**config.mk**
```make
export PLATFORM = sky130hd
export DESIGN_NAME = bias_accum_relu
export DESIGN_NICKNAME = d
export VERILOG_FILES = /design/src/rtl/bias_accum_relu.sv
export SDC_FILE = /design/constraint.sdc
export NUM_CORES = 2
export LEC_CHECK = 0
export CAP_MARGIN = 5
export CORE_ASPECT_RATIO = 1.5
export CORE_MARGIN = 2
export CORE_UTILIZATION = 45
export CTS_CLUSTER_SIZE = 10
export DETAILED_ROUTE_END_ITERATION = 16
export PLACE_DENSITY = 0.69
export SLEW_MARGIN = 0
export SYNTH_ARGS = -nofsm -noshare
export SYNTH_HDL_FRONTEND = slang
export SYNTH_SLANG_ARGS = --single-unit
```
**constraint.sdc**
```tcl
create_clock -name clk -period 10.6 [get_ports clk]
set_input_delay 3.18 -clock clk [delete_from_list [all_inputs] [get_ports clk]]
set_output_delay 3.18 -clock clk [all_outputs]
set_load 0.05 [all_outputs]
```
**src/rtl/bias_accum_relu.sv**
```systemverilog
// bias_accum_relu: per-lane bias + partial-sum accumulator feeding an arithmetic
// right shift, ReLU and unsigned saturation, emitted under a valid/ready handshake.
// Optional build macro BIAS_ROUND_EN: adds half an LSB before the shift (round-half-up).

module bias_accum_relu #(
    parameter int unsigned N_adder_tree = 16,
    parameter int unsigned IN_W         = 18,
    parameter int unsigned ACC_W        = 24,
    parameter int unsigned OUT_W        = 8,
    parameter int unsigned FRAC_SHIFT   = 6
) (
    input  logic                            clk,
    input  logic                            rst_n,
    input  logic [N_adder_tree*IN_W-1:0]    bias_q,
    input  logic                            in_valid,
    output logic                            in_ready,
    input  logic [N_adder_tree*IN_W-1:0]    in_data,
    input  logic                            in_last,
    output logic                            out_valid,
    input  logic                            out_ready,
    output logic [N_adder_tree*OUT_W-1:0]   out_data,
    output logic                            acc_sat
);

    localparam int unsigned SUM_W = ACC_W + 1;
    localparam logic signed [SUM_W-1:0] AccMax = {2'b00, {(ACC_W-1){1'b1}}};
    localparam logic signed [SUM_W-1:0] AccMin = {2'b11, {(ACC_W-1){1'b0}}};
    localparam logic signed [SUM_W-1:0] OutMax = SUM_W'({OUT_W{1'b1}});
`ifdef BIAS_ROUND_EN
    localparam logic signed [SUM_W-1:0] RndHalf = SUM_W'(1) << (FRAC_SHIFT - 1);
`endif

    typedef enum logic [1:0] {StIdle, StAccum, StFinal} state_e;

    state_e                         state_q, state_d;
    logic signed [ACC_W-1:0]        acc_q [N_adder_tree];
    logic signed [ACC_W-1:0]        acc_d [N_adder_tree];
    logic                           out_valid_q, out_valid_d;
    logic [N_adder_tree*OUT_W-1:0]  out_data_q, out_data_d;
    logic                           acc_sat_q, acc_sat_d;
    logic [N_adder_tree-1:0]        lane_clamp;
    logic [N_adder_tree*OUT_W-1:0]  lane_act;
    logic                           accept;

    assign in_ready  = (state_q != StFinal);
    assign accept    = in_valid && in_ready;
    assign out_valid = out_valid_q;
    assign out_data  = out_data_q;
    assign acc_sat   = acc_sat_q;

    // Per-lane saturating add and the activation that the summed value would produce.
    always_comb begin : lane_math
        logic signed [IN_W-1:0]  bias_l;
        logic signed [IN_W-1:0]  in_l;
        logic signed [SUM_W-1:0] base;
        logic signed [SUM_W-1:0] sum;
        logic signed [SUM_W-1:0] clamped;
        logic signed [SUM_W-1:0] rnd;
        logic signed [SUM_W-1:0] shifted;
        lane_clamp = '0;
        lane_act   = '0;
        acc_d      = acc_q;
        bias_l     = '0;
        in_l       = '0;
        base       = '0;
        sum        = '0;
        clamped    = '0;
        rnd        = '0;
        shifted    = '0;
        for (int unsigned i = 0; i < N_adder_tree; i++) begin
            bias_l = bias_q[i*IN_W +: IN_W];
            in_l   = in_data[i*IN_W +: IN_W];
            // First beat of a pixel starts from the bias, later beats from the accumulator.
            base   = (state_q == StIdle) ? SUM_W'(bias_l) : SUM_W'(acc_q[i]);
            sum    = base + SUM_W'(in_l);
            if (sum > AccMax) begin
                clamped       = AccMax;
                lane_clamp[i] = 1'b1;
            end else if (sum < AccMin) begin
                clamped       = AccMin;
                lane_clamp[i] = 1'b1;
            end else begin
                clamped = sum;
            end
            if (accept) begin
                acc_d[i] = clamped[ACC_W-1:0];
            end
`ifdef BIAS_ROUND_EN
            rnd = clamped + RndHalf;
`else
            rnd = clamped;
`endif
            shifted = rnd >>> FRAC_SHIFT;
            if (shifted[SUM_W-1]) begin
                lane_act[i*OUT_W +: OUT_W] = '0;
            end else if (shifted > OutMax) begin
                lane_act[i*OUT_W +: OUT_W] = '1;
            end else begin
                lane_act[i*OUT_W +: OUT_W] = shifted[OUT_W-1:0];
            end
        end
    end

    // Pixel sequencing, output capture on the last beat, sticky saturation flag.
    always_comb begin
        state_d     = state_q;
        out_valid_d = out_valid_q;
        out_data_d  = out_data_q;
        acc_sat_d   = acc_sat_q;
        if (accept) begin
            // A new pixel clears the flag; later beats only add to it.
            acc_sat_d = (state_q == StIdle) ? (|lane_clamp) : (acc_sat_q | (|lane_clamp));
            if (in_last) begin
                state_d     = StFinal;
                out_valid_d = 1'b1;
                out_data_d  = lane_act;
            end else begin
                state_d = StAccum;
            end
        end else if (state_q == StFinal && out_ready) begin
            state_d     = StIdle;
            out_valid_d = 1'b0;
        end
    end

    // State and datapath registers with asynchronous reset discarding any pending pixel.
    always_ff @(posedge clk or negedge rst_n) begin
        if (!rst_n) begin
            state_q     <= StIdle;
            out_valid_q <= 1'b0;
            out_data_q  <= '0;
            acc_sat_q   <= 1'b0;
            for (int unsigned i = 0; i < N_adder_tree; i++) begin
                acc_q[i] <= '0;
            end
        end else begin
            state_q     <= state_d;
            out_valid_q <= out_valid_d;
            out_data_q  <= out_data_d;
            acc_sat_q   <= acc_sat_d;
            for (int unsigned i = 0; i < N_adder_tree; i++) begin
                acc_q[i] <= acc_d[i];
            end
        end
    end

endmodule

```
==> results by group <==
Status
  – Status: finished, final reports clean

Flow run
  – Max Cap Violations: 0

Routing
  – Avg Vias per Cell: 5.80
  – DRT iter0 DRCs: 2677
  – Post-route DRC: 0
  – Vias: 45100
  – DR pass1 iterations: 5
  – WL final: 162000 microns
  – WL per Instance: 20.9 microns
  – DRT antenna net count: 0

Final layout
  – Post-Layout Inst Area: 55400 sq um
  – Commonest non-fill, non-tap cell in the layout: nand2_1
  – Share of layout cells above drive strength 1: 3.42%
  – Non-Filler Instances: 7761
  – Most frequent cells in the layout: 1458 x nand2_1, 710 x clkdlybuf4s50_1, 593 x o21ai_0, 530 x a21oi_1, 516 x dfrtp_1
  – Nets: 7394
  – Fill cell count: 9569
  – Layout area overhead: 22.1%
  – Footprint of the multi-input gates: 31100 sq um
  – Seq. cell area: 12900 sq um

Floorplanning
  – Ports: 712
  – Die ar.: 103000 sq um
  – Row count: 142
  – Die height: 393 microns
  – Initial Util: 45.4%
  – Core Region: 100000 sq um
  – Chip width: 263 microns

Global routing
  – Tot GR Track Use: 30.5%
  – First-pass GRT wire length: 251000 microns
  – Initial antenna violation count: 46
  – GRT overflow: 0
  – Vias in the first global route: 44800
  – Largest net degree at the start of global routing: 224

Clock tree
  – CTS Hold Bufs: 0
  – Max Buffers Root-to-Sink: 3
  – CTS Buf Count: 61
  – Post-CTS resize count: 0
  – Clock slew at reported path FFs: 0.06 ns
  – Post-CTS Setup Inserts: 0
  – Clk root buf: clkbuf_16
  – CTS Sinks: 516
  – Clk_lat worst skew: 0.66 ns
  – CTS tree: yes
  – H-tree depth: 2

Worst setup path
  – Critical Path Start Type: primary input
  – Crit-path max FO: 17
  – Slowest stage delay, CP: 0.73 ns
  – R2r startpoint: state_q[0]
  – CP cell instances: clkdlybuf4s50_1 > nand2_1 > nand2_1 > ha_1 > fa_1 > a21oi_1 > nor2_1 > o31a_1 > o311ai_0 > o31ai_1 > a31oi_2 > nor2_1 > nor4bb_1 > nand4_1 > nor4_1 > a31oi_1
  – R2R Path End: out_data[24]
  – Required time of the critical path: 11.13 ns
  – CP Launch Point: bias_q[108]
  – Reg2reg setup slack: 4.50 ns
  – Worst r2r path cells: 18
  – Setup crit end: acc_sat
  – Worst-path cell with the longest stage delay: a31oi_2
  – Critical Path End Type: flop
  – Data arrival, critical path: 8.28 ns
  – Critical path class: in2reg

Place
  – Dpl hpwl: 124000 microns
  – Placed cell area: 53500 sq um
  – Global placement routability congestion: 0.973
  – Pre-CTS setup slack: 2.24 ns
  – IO buf count: 711
  – Post-Place Cells: 7640

Timing
  – Period utilisation layout: 73.2%
  – Hold slack: 0.467 ns
  – RSZ-0062 raised after global routing: false
  – Slew Limit Headroom: 25.9%
  – Layout Skew: 0.0195 ns
  – Setup TNS Final: 0 ns
  – Slew Viols, Final: 0
  – Slew of the pin with the lowest slew margin: 1.10 ns
  – Final hold violation count: 0
  – Final number of setup-violating endpoints: 0
  – Final WS setup: 2.84 ns
  – Fmax: 129 MHz
  – Final min period: 7.76 ns

Logic synthesis
  – Async SR Flop Fraction: 100%
  – Syn Nets: 6856
  – Mapped Area: 45400 sq um
  – YS warnings: 0
  – Mean Syn Cell Area: 7.74 sq um
  – Seq/Total Area, Yosys: 28.4%
  – Yosys reg bits: 516
  – EDFF count, synth: 0
  – Mux contribution to synthesized area: 0.689%
  – Synth unique cells: 98
  – Synthesized instance count: 5869
  – Compound-Gate Fraction of Synth Area: 25.4%
  – Post-synth top flop: dfrtp_1
  – Synth Area in Simple Gates: 20.2%
  – Area share of fa/ha/maj cells after synthesis: 15.4%
  – Main combinational cell family by area after synthesis: compound AO/OA/AOI/OAI gates
  – XOR/XNOR share of the synthesized area: 6.71%

Pwr
  – Leak pwr: 0.0256 uW
  – PD cells: 351 nW/um^2
  – Peak supply drop: 0.174 mV

Hold path
  – Depth of the worst hold-timing path: 2
  – HP Class: reg2reg
==> report_power, final <==
| group | leakage, uW | internal [uW] | total (uW) | switching (uW) |
|---|---|---|---|---|
| sequential | 0.00614 | 2990 | 3560 | 567 |
| clock | 0.000892 | 1140 | 2040 | 901 |
| combinational | 0.0185 | 5430 | 13900 | 8450 |
| total | 0.0256 | 9560 | 19500 | 9910 |
==> state kept, by name (all words and copies together), names as in the netlist <==
register and flops:
out_valid 1, state_q 2, acc_q 384, out_data 128, acc_sat 1
==> routing by layer <==
layer / up-vias / GRT usage (%) / routed length, microns
li1: 21900 / - / -
met1: 21400 / 34.7 / 63400
met2: 1382 / 53.9 / 80500
met3: 344 / 6.24 / 10600
met4: 36 / 15.7 / 7750
met5: - / 0 / 220
==> cell usage after synthesis (68+ instances only) <==
cell      instances  area (sq um)
xnor2_1         205          1800
a21oi_1         530          2650
ha_1            390          4880
a21o_1          287          2150
inv_1            90           338
dfrtp_1         516         12900
nor2_1          240           901
nand2_1        1460          5480
o21ai_0         593          2970
nand3_1          71           355
xor2_1          141          1230
maj3_1          180          1800
clkbuf_1        260           976
nor3_1           68           340
==> critical path, delay by kind of cell <==
| family | cells | cell delay [ns] |
|---|---|---|
| AOI/OAI and AO/OA | 6 | 2.35 |
| adders and majority gates | 2 | 0.66 |
| buffers and inverters | 1 | 0.40 |
| and+or+nand+nor | 7 | 1.67 |
==> kinds of logic (layout without fill, tap and decap cells) <==
group,count (synthesis),count (layout)
buffers and inverters,372,937
XOR/XNOR,347,347
multiplexers,29,29
AO/OA/AOI/OAI,1885,1885
other,0,31
flip-flops,516,516
adder cells (fa/ha/maj),586,586
AND/OR/NAND/NOR,2134,2134
==> how the worst min path moves through the flow <==
| stage | endpoint | start | slack [ns] |
|---|---|---|---|
| CTS | acc_q[339] | acc_q[339] | 0.47 |
| global route | acc_q[340] | acc_q[340] | 0.49 |
| detailed placement | acc_q[339] | acc_q[339] | 0.46 |
| floorplan | acc_q[168] | acc_q[168] | 0.44 |
| global placement | acc_q[336] | acc_q[336] | 0.45 |
| finish | acc_q[339] | acc_q[339] | 0.47 |
==> layout make-up <==
| cell class | count | area share, % |
|---|---|---|
| Multi-Input combinational cell | 4981 | 56.2 |
| Sequential cell | 516 | 23.3 |
| Timing Repair Buffer | 756 | 13.6 |
| Clock buffer | 86 | 3.22 |
| Tap cell | 1296 | 2.93 |
| Inverter | 91 | 0.616 |
| Antenna cell | 31 | 0.140 |
| Clock inverter | 4 | 0.0429 |
==> through the flow <==
stage | utilization (%) | power, uW
6_report | 55.4 | 19500
5_1_grt | 55.4 | 21100
4_1_cts | 55.3 | 19500
3_5_place_dp | 53.5 | 17300
3_3_place_gp | 53.5 | 17100
2_1_floorplan | - | 13600
Note: power is estimated with default switching activity, not from simulation.
